File: src/rtl/vpu_pkg.sv
`default_nettype none
// ============================================================================
// Module  : vpu_pkg
// Purpose : Shared constants and types for the vector core's result-matrix
//           readout path. A matrix word is ROWS x COLS elements of ELEM_W
//           bits, stored row-major with element (0,0) in the top byte.
// Ports   : none (package)
// Rev     : 1.0  initial release
// ============================================================================
package vpu_pkg;

  localparam int ELEM_W   = 8;
  localparam int ROWS     = 4;
  localparam int COLS     = 4;
  localparam int NUM_ELEM = ROWS * COLS;
  localparam int DATA_W   = NUM_ELEM * ELEM_W;
  localparam int ADDR_W   = 4;
  localparam int CNT_W    = 4;

  typedef enum logic [2:0] {
    IDLE = 3'd0,
    REQ  = 3'd1,
    WAIT = 3'd2,
    SEND = 3'd3,
    DONE = 3'd4
  } readout_state_t;

endpackage : vpu_pkg
`default_nettype wire

File: src/rtl/byte_shift_out.sv
`default_nettype none
// ============================================================================
// Module  : byte_shift_out
// Purpose : Matrix-word load/shift register with element counter. The top
//           byte is always the element currently on offer; each shift moves
//           the next element up and advances the row/col counter.
// Ports   : clk, rst (async active-low)
//           load_i   - load data_i, clear counter
//           shift_i  - shift left one element, count up
//           data_i   - full matrix word
//           byte_o   - current element (top byte)
//           count_o  - index of current element (row = [3:2], col = [1:0])
// Rev     : 1.0  initial release
// ============================================================================
module byte_shift_out
  import vpu_pkg::*;
#(
  parameter int WORD_W = vpu_pkg::DATA_W
) (
  input  logic              clk,
  input  logic              rst,
  input  logic              load_i,
  input  logic              shift_i,
  input  logic [WORD_W-1:0] data_i,
  output logic [ELEM_W-1:0] byte_o,
  output logic [CNT_W-1:0]  count_o
);

  logic [WORD_W-1:0] shift_q, shift_d;
  logic [CNT_W-1:0]  cnt_q,   cnt_d;

  always_comb begin
    shift_d = shift_q;
    cnt_d   = cnt_q;
    if (load_i) begin
      shift_d = data_i;
      cnt_d   = '0;
    end else if (shift_i) begin
      shift_d = {shift_q[WORD_W-ELEM_W-1:0], {ELEM_W{1'b0}}};
      // Natural 4-bit wrap: 15 -> 0 happens exactly on the final element.
      cnt_d   = cnt_q + CNT_W'(1);
    end
  end

  always_ff @(posedge clk or negedge rst) begin
    if (!rst) begin
      shift_q <= '0;
      cnt_q   <= '0;
    end else begin
      shift_q <= shift_d;
      cnt_q   <= cnt_d;
    end
  end

  assign byte_o  = shift_q[WORD_W-1 -: ELEM_W];
  assign count_o = cnt_q;

endmodule : byte_shift_out
`default_nettype wire

File: src/rtl/matrix_readout_unit.sv
`default_nettype none
// ============================================================================
// Module  : matrix_readout_unit
// Purpose : Reads a committed 128-bit result matrix back from MemData port b
//           and streams it out row-major as 16 bytes over valid/ready.
// Ports   : clk, rst (async active-low)
//           start, start_addr         - trigger (memWrite strobe) and address
//           mem_addr, mem_rden, mem_q - MemData port-b read interface
//           byte_data/valid/ready     - element stream
//           byte_row, byte_col        - position of byte_data in the matrix
//           byte_last                 - marks element (3,3)
//           busy, done, overrun       - status
// Rev     : 1.0  initial release
// ============================================================================
module matrix_readout_unit #(
  parameter int DATA_W       = vpu_pkg::DATA_W,
  parameter int ADDR_W       = vpu_pkg::ADDR_W,
  parameter int READ_LATENCY = 1
) (
  input  logic              clk,
  input  logic              rst,
  input  logic              start,
  input  logic [ADDR_W-1:0] start_addr,
  output logic [ADDR_W-1:0] mem_addr,
  output logic              mem_rden,
  input  logic [DATA_W-1:0] mem_q,
  output logic [7:0]        byte_data,
  output logic              byte_valid,
  input  logic              byte_ready,
  output logic [1:0]        byte_row,
  output logic [1:0]        byte_col,
  output logic              byte_last,
  output logic              busy,
  output logic              done,
  output logic              overrun
);

  import vpu_pkg::*;

  // WAIT lasts READ_LATENCY cycles; the latency counter runs 0..LAT_LAST.
  localparam logic [1:0]       LAT_LAST = 2'(READ_LATENCY - 1);
  localparam logic [CNT_W-1:0] CNT_LAST = CNT_W'(NUM_ELEM - 1);

  readout_state_t    state_q, state_d;
  logic [ADDR_W-1:0] addr_q,  addr_d;
  logic [1:0]        lat_q,   lat_d;
  logic              overrun_q, overrun_d;

  logic              load_en;
  logic              shift_en;
  logic [CNT_W-1:0]  elem_cnt;

  always_comb begin
    state_d   = state_q;
    addr_d    = addr_q;
    lat_d     = lat_q;
    load_en   = 1'b0;
    shift_en  = 1'b0;
    // DONE counts as busy, so a start landing there is also an overrun.
    overrun_d = overrun_q | (start && (state_q != IDLE));

    case (state_q)
      IDLE: begin
        if (start) begin
          addr_d  = start_addr;
          state_d = REQ;
        end
      end
      REQ: begin
        lat_d   = 2'd0;
        state_d = WAIT;
      end
      WAIT: begin
        if (lat_q == LAT_LAST) begin
          load_en = 1'b1;
          state_d = SEND;
        end else begin
          lat_d = lat_q + 2'd1;
        end
      end
      SEND: begin
        if (byte_ready) begin
          shift_en = 1'b1;
          if (elem_cnt == CNT_LAST) begin
            state_d = DONE;
          end
        end
      end
      DONE: begin
        state_d = IDLE;
      end
      default: begin
        state_d = IDLE;
      end
    endcase
  end

  always_ff @(posedge clk or negedge rst) begin
    if (!rst) begin
      state_q   <= IDLE;
      addr_q    <= '0;
      lat_q     <= '0;
      overrun_q <= 1'b0;
    end else begin
      state_q   <= state_d;
      addr_q    <= addr_d;
      lat_q     <= lat_d;
      overrun_q <= overrun_d;
    end
  end

  byte_shift_out #(
    .WORD_W (DATA_W)
  ) u_shift (
    .clk     (clk),
    .rst     (rst),
    .load_i  (load_en),
    .shift_i (shift_en),
    .data_i  (mem_q),
    .byte_o  (byte_data),
    .count_o (elem_cnt)
  );

  // Status/handshake outputs decode straight from the state register so an
  // asynchronous reset removes them without waiting for a clock edge.
  assign mem_addr   = addr_q;
  assign mem_rden   = (state_q == REQ);
  assign byte_valid = (state_q == SEND);
  assign busy       = (state_q != IDLE);
  assign done       = (state_q == DONE);
  assign overrun    = overrun_q;
  assign byte_row   = elem_cnt[3:2];
  assign byte_col   = elem_cnt[1:0];
  assign byte_last  = byte_valid && (elem_cnt == CNT_LAST);

endmodule : matrix_readout_unit
`default_nettype wire

File: config.mk
export PLATFORM = sky130hd
export DESIGN_NAME = matrix_readout_unit
export DESIGN_NICKNAME = d
export VERILOG_FILES = /design/src/rtl/vpu_pkg.sv /design/src/rtl/byte_shift_out.sv /design/src/rtl/matrix_readout_unit.sv
export SDC_FILE = /design/constraint.sdc
export NUM_CORES = 1
export LEC_CHECK = 0
export CELL_PAD_IN_SITES_DETAIL_PLACEMENT = 1
export CELL_PAD_IN_SITES_GLOBAL_PLACEMENT = 1
export CORE_ASPECT_RATIO = 0.9
export CORE_MARGIN = 2
export CORE_UTILIZATION = 39
export DETAILED_ROUTE_END_ITERATION = 10
export HOLD_SLACK_MARGIN = 0.02
export PLACE_DENSITY_LB_ADDON = 0.1
export SLEW_MARGIN = 40
export SYNTH_ARGS = -nofsm -noshare
export SYNTH_HDL_FRONTEND = slang
export SYNTH_HIERARCHICAL = 1
export SYNTH_SLANG_ARGS = --single-unit
File: constraint.sdc
create_clock -name clk -period 2.2 [get_ports clk]
set_clock_uncertainty 0.05 [all_clocks]
set_input_delay 0.44 -clock clk [delete_from_list [all_inputs] [get_ports clk]]
set_output_delay 0.44 -clock clk [all_outputs]
set_load 0.01 [all_outputs]
# Yosys cells after proc, flatten, opt, wreduce, memory -nomap -nowiden
# Cells that the tools add are included.
word_totals:
  reg_bits: 142
  inputBits: 136
  output_inout_bits: 22
  word_cells: 44
classes:
  add_sub_neg: 2
  n_reduce_logical: 10
  muxes: 15
  bitwise_logic: 1
  n_eq_ne: 10
ops:
  columns: ["cell", "n"]
  rows:
  - ["$mux W128", 2]
  - ["$mux W3", 4]
  - ["$pmux W3 S4", 1]
  - ["$mux W4", 2]
  - ["$eq A3 B2 Y1 const B", 2]
  - ["$ne A2 B2 Y1 const B", 3]
  - ["$add A4 B1 Y4 const B", 1]
  - ["$eq A4 B4 Y1 const B", 1]
  - ["$mux W1", 4]
  - ["$ne A2 B1 Y1 const B", 2]
  - ["$pmux W2 S2", 1]
  - ["$reduce_and A2 Y1", 2]
  - ["$reduce_and A4 Y1", 1]
  - ["$reduce_bool A2 Y1", 2]
  - ["$eq A3 B1 Y1 const B", 1]
  - ["$eq A3 B3 Y1 const B", 1]
  - ["$logic_not A3 Y1", 1]
  - ["$reduce_bool A3 Y1", 1]
  - ["$add A2 B1 Y2 const B", 1]
  - ["$logic_and A1 B1 Y1", 2]
  - ["$logic_not A2 Y1", 1]
  - ["$mux W2", 1]
  - ["$or A1 B1 Y1", 1]

# Logic depth before layout (Yosys ltp)
# Gate-level depths: netlist of the first run.
logic_depth:
  word_depth: 4
  mapped_depth: 9
  ltp_nobuf: 5

# Hierarchy
# The synthesis of the first run kept the hierarchy.
modules_own_cells:
  columns: ["mod", "seq_area_each_um2", "cells_each", "area_each_um2", "n_inst"]
  rows:
  - ["byte_shift_out", 3303.2, 580, 6123.4, 1]
  - ["matrix_readout_unit", 250.2, 49, 545.5, 1]

# Worst setup path after synthesis of the first run
# Ideal clock, no wire load.
synth_path:
  path_type: "reg-to-reg"
  start: "register state_q[1]"
  end: "register u_shift.cnt_q[3], in the netlist u_shift/count_o[3]"
  t_required_ps: 2023
  setup_ps: 127
  path_buffers: 3
  synth_period_minus_slack_ps: 1832
  t_arrival_ps: 1654
  setup_slack_ps: 368
  stages_incl_launch_ff: 9
  cell_sequence: "dfrtp_1 buf_2 nand2_1 or2_2 nor2_1 buf_6 buf_6 nand4_1 mux2_1"
synth_via:
  elab_chain_len: 3
  elab_cells_between_ends: 6
  cone_classes: "2 x eq/ne; 3 x mux; 1 x reduce/logical"
synth_rtl:
  columns: ["element", "line_no", "text"]
  rows:
  - ["start: declaration", "matrix_readout_unit.sv:44", "readout_state_t state_q, state_d;"]
  - ["start signal: assignment", "matrix_readout_unit.sv:105", "state_q <= state_d;"]
  - ["$eq A3 B2 Y1", "matrix_readout_unit.sv:62", "case (state_q)"]
  - ["$mux W1", "matrix_readout_unit.sv:62", null]
  - ["via shift_en", "matrix_readout_unit.sv:50", "logic shift_en;"]
  - ["$reduce_bool A2 Y1 (no line)", null, null]
  - ["end signal: assignment", "byte_shift_out.sv:51", "cnt_q <= cnt_d;"]
  - ["end: declaration", "byte_shift_out.sv:30", "logic [CNT_W-1:0] cnt_q, cnt_d;"]
# The timed path passes the listed nets, and every way through them passes these cells.
# A chain may end at the register's enable or synchronous reset.

# Worst setup path in the final report of the first run
layout_path:
  start: "register state_q[0]"
  end: "output busy"
layout_via:
  elab_chain_len: 1
layout_rtl:
  columns: ["element", "line_no", "text"]
  rows:
  - ["$reduce_bool A3 Y1", "matrix_readout_unit.sv:129", "assign busy = (state_q != IDLE);"]
  - ["end: declaration", "matrix_readout_unit.sv:33", "output logic busy,"]
# Every way passes these cells.

==> results by group, run 1 <==
Status
  • Outcome: complete, no violations

Yosys
  • Post-synthesis compound-gate area fraction: 10.77%
  • Largest family of logic cells by synthesized area: multiplexers
  • Post-synth cell types: 35
  • Synth Flop Type: dfrtp_1
  • Synthesized area per cell: 10.60 µm²
  • Synth Area in Adders: 0.3752%
  • Post-synthesis xor/xnor area fraction: 0.1313%
  • Post-synth EDFFs: 0
  • Post-Syn Instances: 629
  • Post-Syn Area: 6669 µm²
  • Synth Net Count: 767
  • Mux contribution to synthesized area: 19.38%
  • Async S/R FF share, synth: 100.0%
  • Ys Warns: 6
  • Sequential element share of the synthesized area: 53.28%
  • Yosys reg bits: 142
  • Post-Synth Simple-Gate Area: 10.09%

GRT
  • Met1 Resource Use GR: 26.35%
  • M2 GR Usage: 33.12%
  • Vias in the first global route: 5,365
  • GRT Total Usage: 19.71%
  • Largest net degree at the start of global routing: 104
  • GR Overflow Total: 0
  • M3 GR Usage: 4.034%
  • Busiest grt layer: met2
  • Initial antenna violation count: 0
  • First-pass GRT wire length: 27,830 µm

Flow run
  • Max_cap viols: 0

Worst setup path
  • Critical Path AT: 1.64 ns
  • Crit path launch: state_q[0]$_DFFE_PN0P_
  • Crit. End Element: primary output
  • Crit path cell chain: buf_4 -> or3_4 -> clkdlybuf4s15_1
  • Slowest CP cell: or3_4
  • CP required: 1.71 ns
  • Category of the most critical setup path: flop to primary output
  • Crit path launch type: flop
  • Peak fanout along the critical path: 7
  • Reg2reg start: state_q[2]$_DFFE_PN0P_
  • Crit-path max cell delay: 0.41 ns

STA
  • Final setup margin: 0.06603 ns
  • Final Hold Vio Count: 0
  • Tcrit/Tclk final: 97.00%
  • Unrepaired setup endpoints after global routing: false
  • Final setup TNS: 0 ns
  • Rel. slew slack: 66.90%
  • Endpoints failing setup: 0
  • Fmax: 468.6 MHz
  • Worst-Margin Slew: 0.4964 ns
  • Slew Limit Fails: 0
  • Min cycle time layout: 2.134 ns

Floorplan
  • Die Width: 141.8 µm
  • Die H: 128.1 µm
  • Num rows: 45
  • # IOs: 158
  • Starting density of the core: 39.61%
  • Die area: 18,160 µm²
  • Core area: 16,830 µm²

Drt
  • Avg Vias per Cell: 5.028
  • Final wirelength: 17,240 µm
  • DR iter-0 viols: 190
  • TritonRoute pass-1 iters: 4
  • DRC viols: 0
  • Wirelength per Cell: 17.27 µm
  • Via count: 5,018
  • Routed Antenna Nets: 0

Place
  • Routability cong.: 0.7704
  • Dpl ws: 0.09658 ns
  • HPWL Detailed: 12,040 µm
  • Placed cell area: 8433 µm²
  • IO buf count: 157

Clock network
  • TritonCTS clock tree: done
  • Num CTS Buffers: 17
  • Clock Path Buffers: 2
  • Clock Latency Late Sink: 0.41 ns
  • Clk slew on worst S/H paths: 0.06 ns
  • # clock sinks: 142
  • CTS Root Cell: clkbuf_16
  • H-tree depth: 4

Finish
  • Layout net count: 913
  • Share of layout cells above drive strength 1: 8.386%
  • Most common cell after layout, fill and taps aside: clkdlybuf4s50_1
  • Commonest cells after routing, fill and taps aside: clkdlybuf4s50_1, dfrtp_1, nand2_1
  • Area Growth Syn to Fin: 35.16%
  • Post-Layout Inst Area: 9014 µm²
  • ANT cells: 0

Pwr
  • Net Sw Frac: 33.07%
  • Internal power: 7117 µW
  • Power Density: 1180 nW/µm²
  • Clock Power Share: 26.0%
  • Sequential Power Share: 42.7%
  • Combinational Power Share: 31.3%
  • Sw Pwr: 3516 µW
  • Leakage: 0.003972 µW
  • Peak supply drop: 0.5660 mV

Min path
  • Hold/Removal Path Class: flop to flop
  • HP Start: overrun$_DFF_PN0_
==> path summary, 6_finish.rpt <==
check,cells past startpoint,slack [ns],endpoint
worst max-delay path,3,0.07,busy
worst min-delay path,1,0.41,overrun$_DFF_PN0_
worst max register to register,7,0.27,u_shift/shift_q[92]$_DFFE_PN0P_
worst min register to register,1,0.41,overrun$_DFF_PN0_
max in group asynchronous,3,0.95,u_shift/shift_q[111]$_DFFE_PN0P_
min in group asynchronous,2,0.49,u_shift/shift_q[67]$_DFFE_PN0P_
==> power by group through the flow <==
stage / clock network [µW] / registers (µW) / logic (µW)
after floorplan: 0 / 4250 / 2380
after global placement: 0 / 4520 / 3160
after detailed placement: 0 / 4580 / 3340
after CTS: 2830 / 4550 / 3400
after global routing: 2920 / 4670 / 3770
final: 2760 / 4540 / 3330
==> flip-flops by register name, summed over array words and instances (netlist names) <==
| register | cells |
|---|---|
| lat_q | 2 |
| mem_addr | 4 |
| overrun | 1 |
| state_q | 3 |
| u_shift/count_o | 4 |
| u_shift/shift_q | 128 |
==> routing by layer <==
metal,share of wire [%],up-vias
li1,-,2443
met1,47,2466
met2,48,98
met3,3.7,11
met4,0.89,0
met5,0,-
==> critical path: cells and delay by family (launching register included) <==
kind                   cells  cell delay (ns)
buffers and inverters      2             0.42
flip-flops                 1             0.40
AND/OR/NAND/NOR            1             0.41
==> through the flow <==
step	total power [µW]	instances	hold slack, ns	utilization (%)
after detailed placement	7912	965	0.3765	50.09
after global routing	11370	998	0.4225	53.54
after CTS	10780	998	0.4146	53.53
final	10630	998	0.4080	53.54
after global placement	7675	965	0.3781	50.09
after floorplan	6637	629	0.09441	-
==> synth_stat cells, types with 2 or more instances <==
cell type	count	area, µm²
a22o_1	2	17.52
inv_1	6	22.52
nor2_1	9	33.78
buf_2	15	75.07
buf_4	17	127.6
nand2_1	129	484.2
dfrtp_1	142	3553
nor2b_1	2	12.51
mux2_4	4	60.06
o21ai_0	70	350.3
ha_1	2	25.02
nand2b_1	8	50.05
mux2i_1	122	1221
clkbuf_1	13	48.80
nor3_1	3	15.01
buf_6	3	33.78
o21ai_1	58	290.3
nand4_1	2	12.51
buf_8	6	90.09
==> logic make-up after synthesis <==
family,count (synthesis)
mux,127
buf+inv,60
xor+xnor,1
simple gates,160
flops,142
compound gates,137
fa+ha+maj,2
==> layout make-up <==
| cell class | instances | area (µm²) |
|---|---|---|
| inverters | 6 | 22.52 |
| well taps | 211 | 264.0 |
| fillers | 1842 | 7821 |
| clock buffers | 19 | 442.9 |
| flip-flops and latches | 142 | 3555 |
| clock inverters | 12 | 121.4 |
| repair buffers | 181 | 1876 |
| multi-input cells | 427 | 2733 |
==> timing repair <==
| action | 4_1_cts | 5_1_grt |
|---|---|---|
| setup endpoints to repair | 5 | 1 |
| setup buffers | 1 | 0 |
| gates resized for setup | 7 | 1 |
| hold buffers | 1 | 0 |
| endpoints found under the hold margin | 46 | 0 |
(Power assumes the default switching activity.)
==> run 2, diff against run 1 <==
--- a/config.mk
+++ b/config.mk
@@ -13,7 +13,7 @@
 export DETAILED_ROUTE_END_ITERATION = 10
 export HOLD_SLACK_MARGIN = 0.02
 export PLACE_DENSITY_LB_ADDON = 0.1
-export SLEW_MARGIN = 40
+export SLEW_MARGIN = 20
 export SYNTH_ARGS = -nofsm -noshare
 export SYNTH_HDL_FRONTEND = slang
 export SYNTH_HIERARCHICAL = 1
==> results of run 2 <==
Same layout as run 1: the final DEF is identical, and so are final timing and power.
==> run 3, diff against run 2 <==
--- a/config.mk
+++ b/config.mk
@@ -12,7 +12,7 @@
 export CORE_UTILIZATION = 39
 export DETAILED_ROUTE_END_ITERATION = 10
 export HOLD_SLACK_MARGIN = 0.02
-export PLACE_DENSITY_LB_ADDON = 0.1
+export PLACE_DENSITY_LB_ADDON = 0.3
 export SLEW_MARGIN = 20
 export SYNTH_ARGS = -nofsm -noshare
 export SYNTH_HDL_FRONTEND = slang
==> run 3 against run 2 <==
Compared with the run above:
- combinational power is essentially flat
- critical path type unchanged
- clock power about the same
- register-to-register slack about the same
- final cell count is 0.30% lower
- global-route usage rose by 0.54 points
- sequential power hardly changed
- via count rose by 0.18%
- critical path depth unchanged
==> results by group, run 3 (synthesis gave the netlist of run 1 again) <==
Pwr
  • Leakage: 0.003962 µW (-0.25%)
  • Peak supply drop: 0.5369 mV (-5.2%)
  • Sequential Power Share: 42.8% (about the same)
  • Power Density: 1184 nW/µm² (+0.35%)
  • Sw Pwr: 3510 µW (-0.18%)
  • Net Sw Frac: 33.02% (-0.050 points)
  • Internal power: 7120 µW (about the same)
  • Clock Power Share: 25.8% (-0.2 points)
  • Combinational Power Share: 31.5% (+0.2 points)

Drt
  • Via count: 5,027 (+0.18%)
  • DR iter-0 viols: 227 (+19%)
  • TritonRoute pass-1 iters: 5 (+1)
  • DRC viols: 0 (unchanged)
  • Routed Antenna Nets: 0 (unchanged)
  • Wirelength per Cell: 17.66 µm (+2.2%)
  • Final wirelength: 17,570 µm (+1.9%)
  • Avg Vias per Cell: 5.052 (+0.48%)

Place
  • IO buf count: 157 (unchanged)
  • Routability cong.: 0.7655 (-0.64%)
  • HPWL Detailed: 12,380 µm (+2.8%)

Finish
  • Register Area: 3555 µm² (unchanged)
  • ANT cells: 0 (unchanged)
  • Most common cell after layout, fill and taps aside: clkdlybuf4s50_1
  • Fill cells: 1,804 (-2.1%)
  • Commonest cells after routing, fill and taps aside: clkdlybuf4s50_1, dfrtp_1, nand2_1
  • Area Growth Syn to Fin: 34.65%
  • Fin util: 53.34% (-0.20 points)
  • Layout net count: 912 (-0.11%)
  • Max FFs per register: 128 (unchanged)
  • Largest reg by FF count: u_shift/shift_q
  • Share of layout cells above drive strength 1: 8.163% (-0.22 points)
  • Multi-input logic area: 2735 µm² (about the same)

STA
  • Final Hold Vio Count: 0 (unchanged)
  • Min cycle time layout: 2.028 ns (-0.1064 ns)
  • Rel. slew slack: 66.94% (about the same)
  • Hold Slack: 0.4148 ns (+0.006785 ns)
  • Final setup TNS: 0 ns (unchanged)
  • Tcrit/Tclk final: 92.16% (-4.8 points)
  • Endpoints failing setup: 0 (unchanged)
  • Worst-Margin Slew: 0.4959 ns (-0.0005629 ns)
  • Fmax: 493.2 MHz (+5.2%)
  • Slew Limit Fails: 0 (unchanged)
  • Unrepaired setup endpoints after global routing: false

Worst setup path
  • Register-to-register setup slack: 0.26 ns (about the same)
  • Peak fanout along the critical path: 8 (+1)
  • Critical Path AT: 1.54 ns (-0.10 ns)
  • Crit path cell chain: or2_4 -> nor2_1 -> dlygate4sd2_1
  • CP required: 1.71 ns (about the same)
  • Crit-path max cell delay: 0.45 ns (+0.04 ns)
  • Buf/Inv on CP: 1 (-1)
  • CP delay by family, top: flip-flops
  • Reg2reg start: state_q[0]$_DFFE_PN0P_
  • Crit path launch type: flop
  • Category of the most critical setup path: flop to primary output
  • R2R Path End: u_shift/shift_q[80]$_DFFE_PN0P_
  • Crit. End Element: primary output
  • Reg2Reg Depth: 6 (-1)
  • Slowest CP cell: dfrtp_2
  • Crit path launch: state_q[2]$_DFFE_PN0P_

Min path
  • Worst hold stages: 1 (unchanged)
  • HP Start: overrun$_DFF_PN0_
  • Hold/Removal Path Class: flop to flop
  • Hold endpoint: overrun$_DFF_PN0_

Floorplan
  • Core area: 16,830 µm² (unchanged)
  • Starting density of the core: 39.61% (unchanged)
  • Die Width: 141.8 µm (unchanged)
  • Die H: 128.1 µm (unchanged)
  • # IOs: 158 (unchanged)
  • Num rows: 45 (unchanged)
  • Die area: 18,160 µm² (unchanged)

Clock network
  • Postcts setup bufs: 0 (-1)
  • # clock sinks: 142 (unchanged)
  • Clk slew on worst S/H paths: 0.06 ns (about the same)
  • TritonCTS clock tree: done
  • CTS Root Cell: clkbuf_16
  • H-tree depth: 4 (unchanged)
  • Clock Latency Late Sink: 0.41 ns (about the same)
  • Num CTS Buffers: 17 (unchanged)
  • Clock Path Buffers: 2 (unchanged)

GRT
  • Vias in the first global route: 5,513 (+2.8%)
  • GR Overflow Total: 0 (unchanged)
  • Initial antenna violation count: 0 (unchanged)
  • GRT Total Usage: 20.25% (+0.54 points)
  • Largest net degree at the start of global routing: 87 (-16%)
  • First-pass GRT wire length: 28,680 µm (+3.1%)

Flow run
  • Max_cap viols: 0 (unchanged)

Status
  • Outcome: complete, no violations
==> run 3: cell count changes in the layout (fill, tap and decap cells not counted), sizes merged <==
| cell | previous run | this run |
|---|---|---|
| clkbuf | 19 | 22 |
| clkdlybuf4s15 | 1 | 0 |
| buf | 24 | 23 |
| clkinv | 7 | 5 |
| clkinvlp | 3 | 1 |
==> run 3: worst max path at each step <==
stage                                            to  depth (start not counted)  slack, ns
floorplan            u_shift/count_o[3]$_DFFE_PN0P_                          8       0.37
global placement    u_shift/shift_q[15]$_DFFE_PN0P_                          7       0.13
detailed placement  u_shift/shift_q[97]$_DFFE_PN0P_                          7       0.05
CTS                                            busy                          3       0.05
global route                              byte_last                          3       0.05
finish                                    byte_last                          3       0.17
==> run 3: cell type report <==
type / instances / share of cell area (%)
inverters: 6 / 0.2508
multi-input cells: 427 / 30.46
flip-flops and latches: 142 / 39.58
well taps: 211 / 2.940
clock buffers: 21 / 5.127
repair buffers: 180 / 20.61
clock inverters: 8 / 1.031
==> run 3: repair_timing <==
action | 4_1_cts | 5_1_grt
endpoints found under the setup margin | 5 | 1
endpoints found under the hold margin | 46 | 0
gates resized for setup | 9 | 1
hold buffers | 1 | 0
==> run 3: per-layer routing <==
| layer | up-vias | share of wire [%] | track usage, % |
|---|---|---|---|
| li1 | 2431 | - | - |
| met1 | 2466 | 47 | 27.07 |
| met2 | 113 | 47 | 33.30 |
| met3 | 17 | 4.1 | 4.557 |
| met4 | 0 | 1.3 | 5.765 |
| met5 | - | 0 | 0 |
==> run 3: power by group through the flow <==
stage	Combinational [µW]	Sequential, µW	Clock [µW]
after floorplan	2380	4250	0
after global placement	3120	4520	0
after detailed placement	3350	4570	0
after CTS	3410	4560	2810
after global routing	3760	4680	2920
final	3350	4550	2740
==> run 3: stage by stage <==
stage / total power, µW / cells / instance area (µm²) / worst slack, ns
3_5_place_dp: 7915 / 965 / 8421 / 0.05499
4_1_cts: 10780 / 995 / 8985 / 0.04546
2_1_floorplan: 6637 / 629 / 6669 / 0.3681
3_3_place_gp: 7645 / 965 / 8421 / 0.1317
5_1_grt: 11370 / 995 / 8980 / 0.04645
6_report: 10630 / 995 / 8980 / 0.1724
